[config.mk]
export PLATFORM = sky130hd
export DESIGN_NAME = mips_encode
export DESIGN_NICKNAME = d
export VERILOG_FILES = /design/src/rtl/mips_encode.sv
export SDC_FILE = /design/constraint.sdc
export NUM_CORES = 1
export LEC_CHECK = 0
export ABC_AREA = 1
export BUFFER_PORTS_ARGS = -buffer_cell sky130_fd_sc_hd__buf_4
export CORE_ASPECT_RATIO = 1.1
export CORE_MARGIN = 1
export CORE_UTILIZATION = 52
export CTS_CLUSTER_DIAMETER = 60
export CTS_CLUSTER_SIZE = 10
export DETAILED_ROUTE_END_ITERATION = 10
export GPL_ROUTABILITY_DRIVEN = 0
export PLACE_DENSITY = 0.82
export SLEW_MARGIN = 40
export SYNTH_ARGS = -nofsm -noshare
export SYNTH_HDL_FRONTEND = slang
export SYNTH_SLANG_ARGS = --single-unit
[constraint.sdc]
create_clock -name clk -period 1.7 [get_ports clk]
set_input_delay 0.34 -clock clk [delete_from_list [all_inputs] [get_ports clk]]
set_output_delay 0.34 -clock clk [all_outputs]
set_load 0.005 [all_outputs]
[src/rtl/mips_encode.sv]
`default_nettype none
// ============================================================================
// Module   : mips_encode
// Purpose  : Symbolic request to 32-bit MIPS word encoder with LI expansion.
// Revision : 1.0 - initial release
// ============================================================================
module mips_encode #(
  parameter int CNT_W = 16
) (
  input  logic             clk,
  input  logic             rst,
  input  logic             in_valid,
  output logic             in_ready,
  input  logic [3:0]       in_kind,
  input  logic [4:0]       in_rs,
  input  logic [4:0]       in_rt,
  input  logic [31:0]      in_imm,
  output logic             out_valid,
  input  logic             out_ready,
  output logic [31:0]      out_instr,
  output logic             err,
  output logic             busy,
  output logic [CNT_W-1:0] emit_cnt
);

  typedef enum logic [0:0] {
    IDLE  = 1'b0,
    LI_LO = 1'b1
  } state_t;

  localparam logic [5:0]       c_OP_BASE   = 6'h08;
  localparam logic [5:0]       c_OP_ORI    = 6'h0D;
  localparam logic [5:0]       c_OP_LUI    = 6'h0F;
  localparam logic [3:0]       c_K_LUI     = 4'd7;
  localparam logic [3:0]       c_K_SYSCALL = 4'd8;
  localparam logic [3:0]       c_K_NOP     = 4'd9;
  localparam logic [3:0]       c_K_LI      = 4'd10;
  localparam logic [CNT_W-1:0] c_CNT_ONE   = {{(CNT_W-1){1'b0}}, 1'b1};

  state_t           r_state;
  logic             r_out_valid;
  logic [31:0]      r_out_instr;
  logic             r_err;
  logic [CNT_W-1:0] r_emit_cnt;
  logic [15:0]      r_lo;
  logic [4:0]       r_rt;

  logic [31:0] w_enc_instr;
  logic        w_kind_ok;
  logic        w_li_split;
  logic [15:0] w_hi;
  logic [15:0] w_lo;
  logic        w_accept;
  logic        w_consume;

  assign w_hi      = in_imm[31:16];
  assign w_lo      = in_imm[15:0];
  assign in_ready  = (r_state == IDLE) && (!r_out_valid || out_ready);
  assign w_accept  = in_valid && in_ready;
  assign w_consume = r_out_valid && out_ready;

  always_comb begin
    w_enc_instr = 32'h0000_0000;
    w_kind_ok   = 1'b1;
    w_li_split  = 1'b0;
    if (in_kind <= c_K_LUI) begin
      w_enc_instr = {c_OP_BASE + {2'b00, in_kind},
                     (in_kind == c_K_LUI) ? 5'd0 : in_rs, in_rt, w_lo};
    end else begin
      case (in_kind)
        c_K_SYSCALL: w_enc_instr = 32'h0000_000C;
        c_K_NOP:     w_enc_instr = 32'h0000_0000;
        c_K_LI: begin
          // Upper half zero collapses to a single ORI; otherwise LUI goes first.
          if (w_hi == 16'h0000) begin
            w_enc_instr = {c_OP_ORI, 5'd0, in_rt, w_lo};
          end else begin
            w_enc_instr = {c_OP_LUI, 5'd0, in_rt, w_hi};
            w_li_split  = (w_lo != 16'h0000);
          end
        end
        default:     w_kind_ok = 1'b0;
      endcase
    end
  end

  always_ff @(posedge clk) begin
    if (rst) begin
      r_state     <= IDLE;
      r_out_valid <= 1'b0;
      r_out_instr <= 32'h0000_0000;
      r_err       <= 1'b0;
      r_emit_cnt  <= '0;
      r_lo        <= 16'h0000;
      r_rt        <= 5'd0;
    end else begin
      r_err <= 1'b0;
      if (w_consume) begin
        r_emit_cnt <= r_emit_cnt + c_CNT_ONE;
      end
      case (r_state)
        IDLE: begin
          if (w_accept && w_kind_ok) begin
            r_out_instr <= w_enc_instr;
            r_out_valid <= 1'b1;
            if (w_li_split) begin
              r_state <= LI_LO;
              r_lo    <= w_lo;
              r_rt    <= in_rt;
            end
          end else begin
            r_err <= w_accept;
            if (w_consume) begin
              r_out_valid <= 1'b0;
            end
          end
        end
        LI_LO: begin
          // The LUI word is always on the output here; swap in the ORI once it leaves.
          if (w_consume) begin
            r_out_instr <= {c_OP_ORI, r_rt, r_rt, r_lo};
            r_out_valid <= 1'b1;
            r_state     <= IDLE;
          end
        end
        default: r_state <= IDLE;
      endcase
    end
  end

  assign out_valid = r_out_valid;
  assign out_instr = r_out_instr;
  assign err       = r_err;
  assign busy      = (r_state == LI_LO);
  assign emit_cnt  = r_emit_cnt;

endmodule
`default_nettype wire

==> results of run 1 <==
==> state kept, by name, indices dropped and copies added (netlist names) <==
signal,count
r_lo,16
busy,1
out_valid,1
r_rt,5
err,1
emit_cnt,16
out_instr,31
==> logic make-up (layout without fill, tap and decap cells) <==
logic type / after synthesis / after routing / share of synthesized area
adders and majority gates: 1 / 1 / 0.003575
xor gates and xnor gates: 1 / 1 / 0.002503
AOI/OAI and AO/OA: 127 / 127 / 0.1977
and+or+nand+nor: 243 / 243 / 0.2928
other: 1 / 1 / 0.001072
buffers and inverters: 77 / 191 / 0.09617
DFF: 71 / 71 / 0.4061
==> where the power goes <==
| group | leakage, nW | total [mW] | switching, mW | internal [mW] |
|---|---|---|---|---|
| registers | 0.579 | 1.77 | 0.0411 | 1.73 |
| clock network | 0.0944 | 1.34 | 0.631 | 0.709 |
| logic | 1.46 | 0.511 | 0.265 | 0.246 |
==> final cells by class <==
type | instances | area share
repair buffers | 122 | 0.2074
inverters | 54 | 0.04370
clock buffers | 10 | 0.02967
well taps | 82 | 0.02212
flip-flops and latches | 71 | 0.3064
multi-input cells | 373 | 0.3779
clock inverters | 5 | 0.01268
==> worst max-delay path by stage <==
stage               slack [ns]                          to                     start  cells after the start
detailed placement       0.003   out_instr[5]$_SDFFE_PP0P_                in_kind[0]                      9
global placement           0.1  out_instr[27]$_SDFFE_PP0P_                 out_ready                      8
finish                    0.04   emit_cnt[14]$_SDFFE_PP0P_  emit_cnt[1]$_SDFFE_PP0P_                      8
CTS                       0.08   emit_cnt[14]$_SDFFE_PP0P_  emit_cnt[1]$_SDFFE_PP0P_                      8
floorplan                 0.25   emit_cnt[14]$_SDFFE_PP0P_  emit_cnt[1]$_SDFFE_PP0P_                      8
global route             -0.05   emit_cnt[14]$_SDFFE_PP0P_  emit_cnt[1]$_SDFFE_PP0P_                      9
==> worst max-delay path: stages (launching register included) <==
cell	delay [ns]
sky130_fd_sc_hd__dfxtp_1	0.40
sky130_fd_sc_hd__ha_1	0.20
sky130_fd_sc_hd__inv_1	0.06
sky130_fd_sc_hd__nor3_2	0.28
sky130_fd_sc_hd__nand4_1	0.24
sky130_fd_sc_hd__nor2_4	0.18
sky130_fd_sc_hd__nand3_1	0.09
sky130_fd_sc_hd__nand2_1	0.07
sky130_fd_sc_hd__nor2_1	0.03
==> stage by stage <==
stage	instance area, um2	power (mW)	util	cells	worst slack [ns]
global route	4638	3.756	0.7076	717	-0.04564
CTS	4598	3.624	0.7015	716	0.07778
detailed placement	4402	2.310	0.6715	701	0.002911
floorplan	3500	2.034	-	521	0.2463
finish	4638	3.623	0.7076	717	0.04392
global placement	4402	2.299	0.6715	701	0.09564
==> layout by cell type, fill, tap and decap left out, types with 2 or more instances in the layout <==
master and n:
sky130_fd_sc_hd__nand2_1 119, sky130_fd_sc_hd__a31oi_1 11, sky130_fd_sc_hd__nor3_1 2, sky130_fd_sc_hd__nor2_2 2
sky130_fd_sc_hd__nor2_4 4, sky130_fd_sc_hd__o21ai_0 54, sky130_fd_sc_hd__or2_2 2, sky130_fd_sc_hd__clkbuf_8 10
sky130_fd_sc_hd__buf_4 118, sky130_fd_sc_hd__nand3_1 10, sky130_fd_sc_hd__clkinvlp_4 2, sky130_fd_sc_hd__nand2_2 2
sky130_fd_sc_hd__o211ai_1 12, sky130_fd_sc_hd__o21a_1 4, sky130_fd_sc_hd__inv_1 53, sky130_fd_sc_hd__nand4_1 7
sky130_fd_sc_hd__a21oi_1 44, sky130_fd_sc_hd__dfxtp_1 71, sky130_fd_sc_hd__buf_12 2, sky130_fd_sc_hd__nor2_1 91
sky130_fd_sc_hd__nor3_2 2
==> repair_timing <==
item                                    in CTS  in global routing
endpoints found under the setup margin       0                 13
gates resized for setup                      0                  4
buffers inserted                             0                  0
==> routing by layer <==
layer,GRT usage,vias to the layer above,part of all wire
li1,-,1895,-
met1,0.3391,1747,0.42
met2,0.4895,166,0.49
met3,0.03958,17,0.068
met4,0.1071,0,0.020
met5,0,-,0
==> flow_results.org, run 1 <==
** Logic synthesis
- Cell area after technology mapping :: 3500 um2
- EDFF count, synth :: 0
- List of most frequent post-synthesis cells :: sky130_fd_sc_hd__nand2_1 (119), sky130_fd_sc_hd__nor2_1 (92), sky130_fd_sc_hd__dfxtp_1 (71)
- Top FF cell, synth :: sky130_fd_sc_hd__dfxtp_1
- Sequential area share after synthesis :: 0.4061
- Total of flip-flops plus latches after synthesis :: 71
- Post-synthesis cell type count :: 29
- Most area-consuming cells after synthesis :: sky130_fd_sc_hd__dfxtp_1 (41%), sky130_fd_sc_hd__nand2_1 (13%), sky130_fd_sc_hd__nor2_1 (9.9%), sky130_fd_sc_hd__o21ai_0 (7.7%), sky130_fd_sc_hd__a21oi_1 (6.4%)
- Of the post-synthesis cell area, the dominant cell type holds 0.4061.
- Post-synthesis cell type with the largest combined area :: sky130_fd_sc_hd__dfxtp_1
- Synthesis produced 521 cells.
- During synthesis, Yosys emitted a total of 0 warnings.
- Share of async-settable or async-resettable flops after synthesis :: 0
- When the netlist entered floorplanning its net count stood at about 570.
- Most frequent cell after synthesis :: sky130_fd_sc_hd__nand2_1
- A synthesized cell averages 6.717 um2.

** Worst setup path
- Register-to-Register Path Depth :: 8
- At the worst endpoint, the required time is 1.94 ns.
- The worst register-to-register path ends at emit_cnt[14]$_SDFFE_PP0P_.
- Worst Path Max Fanout :: 5
- Critical path launch point type :: register
- CP Capture Type :: register
- Setup slack of the most critical reg-to-reg path :: around 0.044 ns
- Arrival time of data at the critical path endpoint :: 1.90 ns
- The worst register-to-register path begins at emit_cnt[1]$_SDFFE_PP0P_.
- The setup path with the least slack is of type reg2reg.

** Min path
- The path with the worst hold slack has its endpoint at out_instr[29]$_SDFFE_PP0P_.
- Hold wc startpoint :: in_kind[3]
- Hold-critical path depth :: 2
- The path class of the tightest hold or removal check is in2reg.

** Timing
- Pins over their slew limit :: 0
- Derived from the worst setup path, the maximum achievable clock frequency is 603.8 MHz.
- Dividing the final minimum period by the clock period gives 0.9742.
- The worst path needs ~1.7 ns of the cycle, external delays included.
- Headroom to the max-slew limit came out at 0.6397.
- Final setup viols :: 0
- The final count of hold timing violations is 0.
- On the final layout, the worst hold slack is approximately 0.24 ns.
- Transition at the pin with the smallest max-transition slack :: ~0.54 ns
- Sum of negative setup slack :: 0 ns
- RSZ-0062 raised after global routing :: yes
- Worst Clk Skew :: 0.008566 ns

** Routing
- In the final routed layout, each cell accounts on average for between 10 and 15 um.
- The detail route stage leaves a number of antenna-violating nets equal to 0.
- Number of iterations in the first detailed-routing pass :: 5
- Via/cell ratio :: 5.335
- Via count :: 3825
- Iteration-0 DRC count of the detailed router :: 238
- The final layout contains routed wiring with a total length of approximately 9700 um.
- Post-route DRC violation count :: 0

** Clocking
- The clock tree synthesis step divided the H-tree into 3 levels.
- Num CTS Buffers :: 9
- The clock net in this run drives a total of just over 70 sinks.
- In this run the deepest clock path goes through 2 buffers.
- Clock Root Buffer :: sky130_fd_sc_hd__clkbuf_8
- Post-CTS Hold Buffers :: 0
- Clock insertion delay at the later pin of the skew report :: 0.35 ns
- CTS tree :: done
- After clock tree synthesis, the clock-pin slew on the worst setup and hold paths is around 0.08 ns.

** Global route
- The total overflow left after global routing is 0.
- The first global-routing pass estimated 15150 um of wire.
- The number of global-route vias before repair came to 3426.
- Largest net degree at the start of global routing :: 33
- For this run, the total global-route usage over all layers was measured as 0.2767.
- Number of antenna violations at the first check in global routing :: 0

** Cells and area
- Multi-input logic area :: 1753 um2
- The net count of the finished layout is 682.
- 0 antenna diodes ended up in the layout.
- In the final layout, the share of cells above drive strength 1 is 0.2409.
- Combined flip-flop and latch cell area :: 1421 um2
- The layout has approximately 560 filler cells.
- The area growth from synthesis to layout is 32.53%.

** Die
- 102 I/O pins were placed.
- The floorplan step set the die width to roughly 80 um.
- Standard-cell row count :: 31
- The die covers 7063 um2.
- Die Span Y :: 88.04 um
- The initial utilization of the core area, before any placement, comes to 0.5339.
- The floorplan step defined a core boundary enclosing 6555 um2.

** Power
- Leakage power summed over all cells :: 2.135 nW
- Across the VDD grid, the largest voltage drop is 556.6 uV.
- Power density cells :: 781.1 nW/um2

** Job
- Total of max-cap violations :: 0

** Placement
- Buffers placed on the I/O ports in this run total 100.
- Detailed placement HPWL :: slightly below 7000 um

** Status
- Run status :: complete, no violations
(Power assumes the default switching activity.)
==> inputs of run 2 (changes only) <==
==> constraint.sdc (replaced) <==
create_clock -name clk -period 1.7 [get_ports clk]
set_input_delay 0.255 -clock clk [delete_from_list [all_inputs] [get_ports clk]]
set_output_delay 0.255 -clock clk [all_outputs]
set_load 0.005 [all_outputs]
==> run 2 against run 1 <==
Compared with the run above:
- cell count down 0.56%
- first-iteration DRC count fell by 17%
- die area unchanged
- hold slack got worse by 0.056 ns
- non-clock buffer count is 3 lower
- clock power shrank 9.7%
- flip-flop and latch count is the same
- via count is 1.8% lower
- critical path type unchanged
- critical endpoint is now out_instr[27]$_SDFFE_PP0P_
- largest cell class unchanged
- largest power group unchanged
==> flow_results.org, run 2 (synthesis results as in run 1) <==
** Placement
- In this run the tool buffered the top-level ports with 100 buffer cells.
- Once placement finished, the instance area stood at 4389 um2.
- Post-Place Setup Slack :: 0.007253 ns
- Post-Place Cells :: 699
- After legalization and detailed placement, the total HPWL measured 6949 um.

** Global route
- Global-route wire length before repair :: between 15000 and 20000 um
- The number of global-route vias before repair came to 3486.
- In the global route stage, overall resource usage came out at 0.2770.
- Number of antenna violations at the first check in global routing :: 0
- For this run the aggregate overflow at the end of global routing stands at 0.
- Largest net degree at the start of global routing :: 36

** Timing
- For the pin with the worst max-slew slack, the measured transition is 0.6120 ns.
- Setup violations remaining at the end of the flow were counted as 0.
- Maximum clock rate :: 642.7 MHz
- Worst Slack Setup Final :: 0.1440 ns
- Headroom to the max-slew limit came out at 0.5916.
- For the final database, setup skew stands at around 0.008 ns.
- Pins over their slew limit :: 0
- In the finished design, the share of the clock period the worst path needs comes to 0.9153.
- The final count of hold timing violations came to 0.
- Subtracting the final worst setup slack from the clock period gives 1.556 ns.

** Power
- In this run the power density over the cells is 760.8 nW/um2.
- Across the VDD grid, the largest voltage drop is 474.4 uV.
- The share of total power dissipated in combinational logic is 0.146.
- Of the total power, the clock network draws 0.347.
- The internal portion of the total power is 2.567 mW.
- The share of total power dissipated in sequential elements is 0.507.
- Switching power total :: 0.9264 mW
- Power, Total :: 3.493 mW
- Leakage power summed over all cells :: 2.129 nW
- Sw frac :: 0.2652

** Routing
- Wires add up to 9535 um.
- Iteration-0 DRC count of the detailed router :: 197
- In the final routed layout, each cell accounts on average for 13.37 um.
- Post-route DRC violation count :: 0
- In this run the remaining antenna-violating nets after routing total 0.
- Via/cell ratio :: about 5.3
- For this block, the via count after detailed routing is 3755.
- Number of iterations in the first detailed-routing pass :: 4

** Die
- The floorplan step set the die height to 88.04 um.
- Starting density of the core :: 0.5339
- Die width :: 80.22 um
- After floorplanning, the core was divided into 31 placement rows.
- Std-Cell Core Area :: 6555 um2
- 102 I/O pins were placed.
- The die covers 7063 um2.

** Cells and area
- The net count of the finished layout is 679.
- 0 antenna diodes ended up in the layout.
- Largest register FFs :: 31
- Top library cells by usage in the layout, fill and taps aside :: sky130_fd_sc_hd__nand2_1 (119), sky130_fd_sc_hd__buf_4 (117), sky130_fd_sc_hd__nor2_1 (90), sky130_fd_sc_hd__dfxtp_1 (70), sky130_fd_sc_hd__o21ai_0 (54)
- Area overhead of the layout relative to synthesis :: 31.21%
- Of the cells placed in the final design, the portion with a size suffix greater than 1 is 0.2393.
- Fill cells in the final layout number approximately 570.
- Across the whole layout, storage elements account for 1423 um2.
- Commonest non-fill, non-tap cell in the layout :: sky130_fd_sc_hd__nand2_1
- The multi-input combinational cells in the finished layout cover a total of 1774 um2.
- The finished cells cover 4592 um2.
- Filler-free cell count of the finished design :: between 700 and 800

** Clocking
- The tree is rooted in a sky130_fd_sc_hd__clkbuf_8.
- Num CTS Buffers :: 9
- Clock insertion delay at the later pin of the skew report :: 0.34 ns
- Level count of the clock H-tree :: 3
- The clock passes through at most 2 buffers.
- Hold repair after CTS inserted 0 buffers.
- After clock tree synthesis, the clock-pin slew on the worst setup and hold paths is ~0.07 ns.
- TritonCTS built the clock tree.
- CTS sink count :: 71

** Worst setup path
- For the worst setup path, the data required time is ~2.0 ns.
- Critical path class :: reg2reg
- CP Capture Type :: register
- Arrival time of data at the critical path endpoint :: 1.82 ns
- In this run the worst path has a maximum fanout of 15.
- Critical path launch point type :: register

** Status
- The run finished with clean final reports.

** Job
- Total of max-cap violations :: 0

** Min path
- In this run the worst hold path is classified as in2reg.
-- run 2: power groups by stage --
| stage | clock (mW) | combinational (mW) | sequential, mW |
|---|---|---|---|
| after floorplan | 0 | 0.229 | 1.81 |
| after global placement | 0 | 0.491 | 1.81 |
| after detailed placement | 0 | 0.508 | 1.81 |
| after CTS | 1.22 | 0.509 | 1.77 |
| after global routing | 1.29 | 0.563 | 1.78 |
| final | 1.21 | 0.511 | 1.77 |
-- run 2: metal layers --
layer | global-route usage | vias to the layer above | share of wire
li1 | - | 1895 | -
met1 | 0.3327 | 1689 | 0.42
met2 | 0.4903 | 152 | 0.50
met3 | 0.04271 | 19 | 0.060
met4 | 0.1185 | 0 | 0.020
met5 | 0 | - | 0
-- run 2: timing repair --
item                                    in CTS  in global routing
endpoints found under the setup margin       0                  6
resized for setup                            0                  7
setup buffers                                0                  0
-- run 2: area by class of cell --
class                      count  area share
multi-input combinational    373      0.3864
sequential                    71      0.3098
timing repair buffer         119      0.2000
inverter                      54     0.04414
clock buffer                  11     0.03297
tap                           82     0.02234
clock inverter                 3    0.004360
-- run 2: worst paths after layout --
| check | start | end | slack (ns) | cells past startpoint |
|---|---|---|---|---|
| worst max register to register | out_valid$_SDFFE_PP0P_ | out_instr[27]$_SDFFE_PP0P_ | 0.14 | 7 |
| worst max-delay path | out_valid$_SDFFE_PP0P_ | out_instr[27]$_SDFFE_PP0P_ | 0.14 | 7 |
| worst min register to register | out_instr[30]$_SDFFE_PP0P_ | out_instr[30]$_SDFFE_PP0P_ | 0.45 | 2 |
| worst min-delay path | rst | emit_cnt[14]$_SDFFE_PP0P_ | 0.19 | 2 |
-- run 2: critical path, stage by stage, from the launching register on --
cell and delay [ns]:
sky130_fd_sc_hd__dfxtp_1 0.33, sky130_fd_sc_hd__nand2_2 0.19, sky130_fd_sc_hd__inv_1 0.13, sky130_fd_sc_hd__nand2_1 0.08, sky130_fd_sc_hd__nand2_1 0.08, sky130_fd_sc_hd__inv_1 0.40, sky130_fd_sc_hd__nand2_1 0.10, sky130_fd_sc_hd__a31oi_1 0.17
-- run 2: through the flow --
step | util | TNS, ns | hold slack [ns]
global route | 0.7005 | -0.002314 | 0.1908
CTS | 0.6957 | 0 | 0.1757
floorplan | - | 0 | 0.3558
global placement | 0.6692 | -0.004777 | 0.4332
detailed placement | 0.6696 | 0 | 0.4388
finish | 0.7005 | 0 | 0.1853
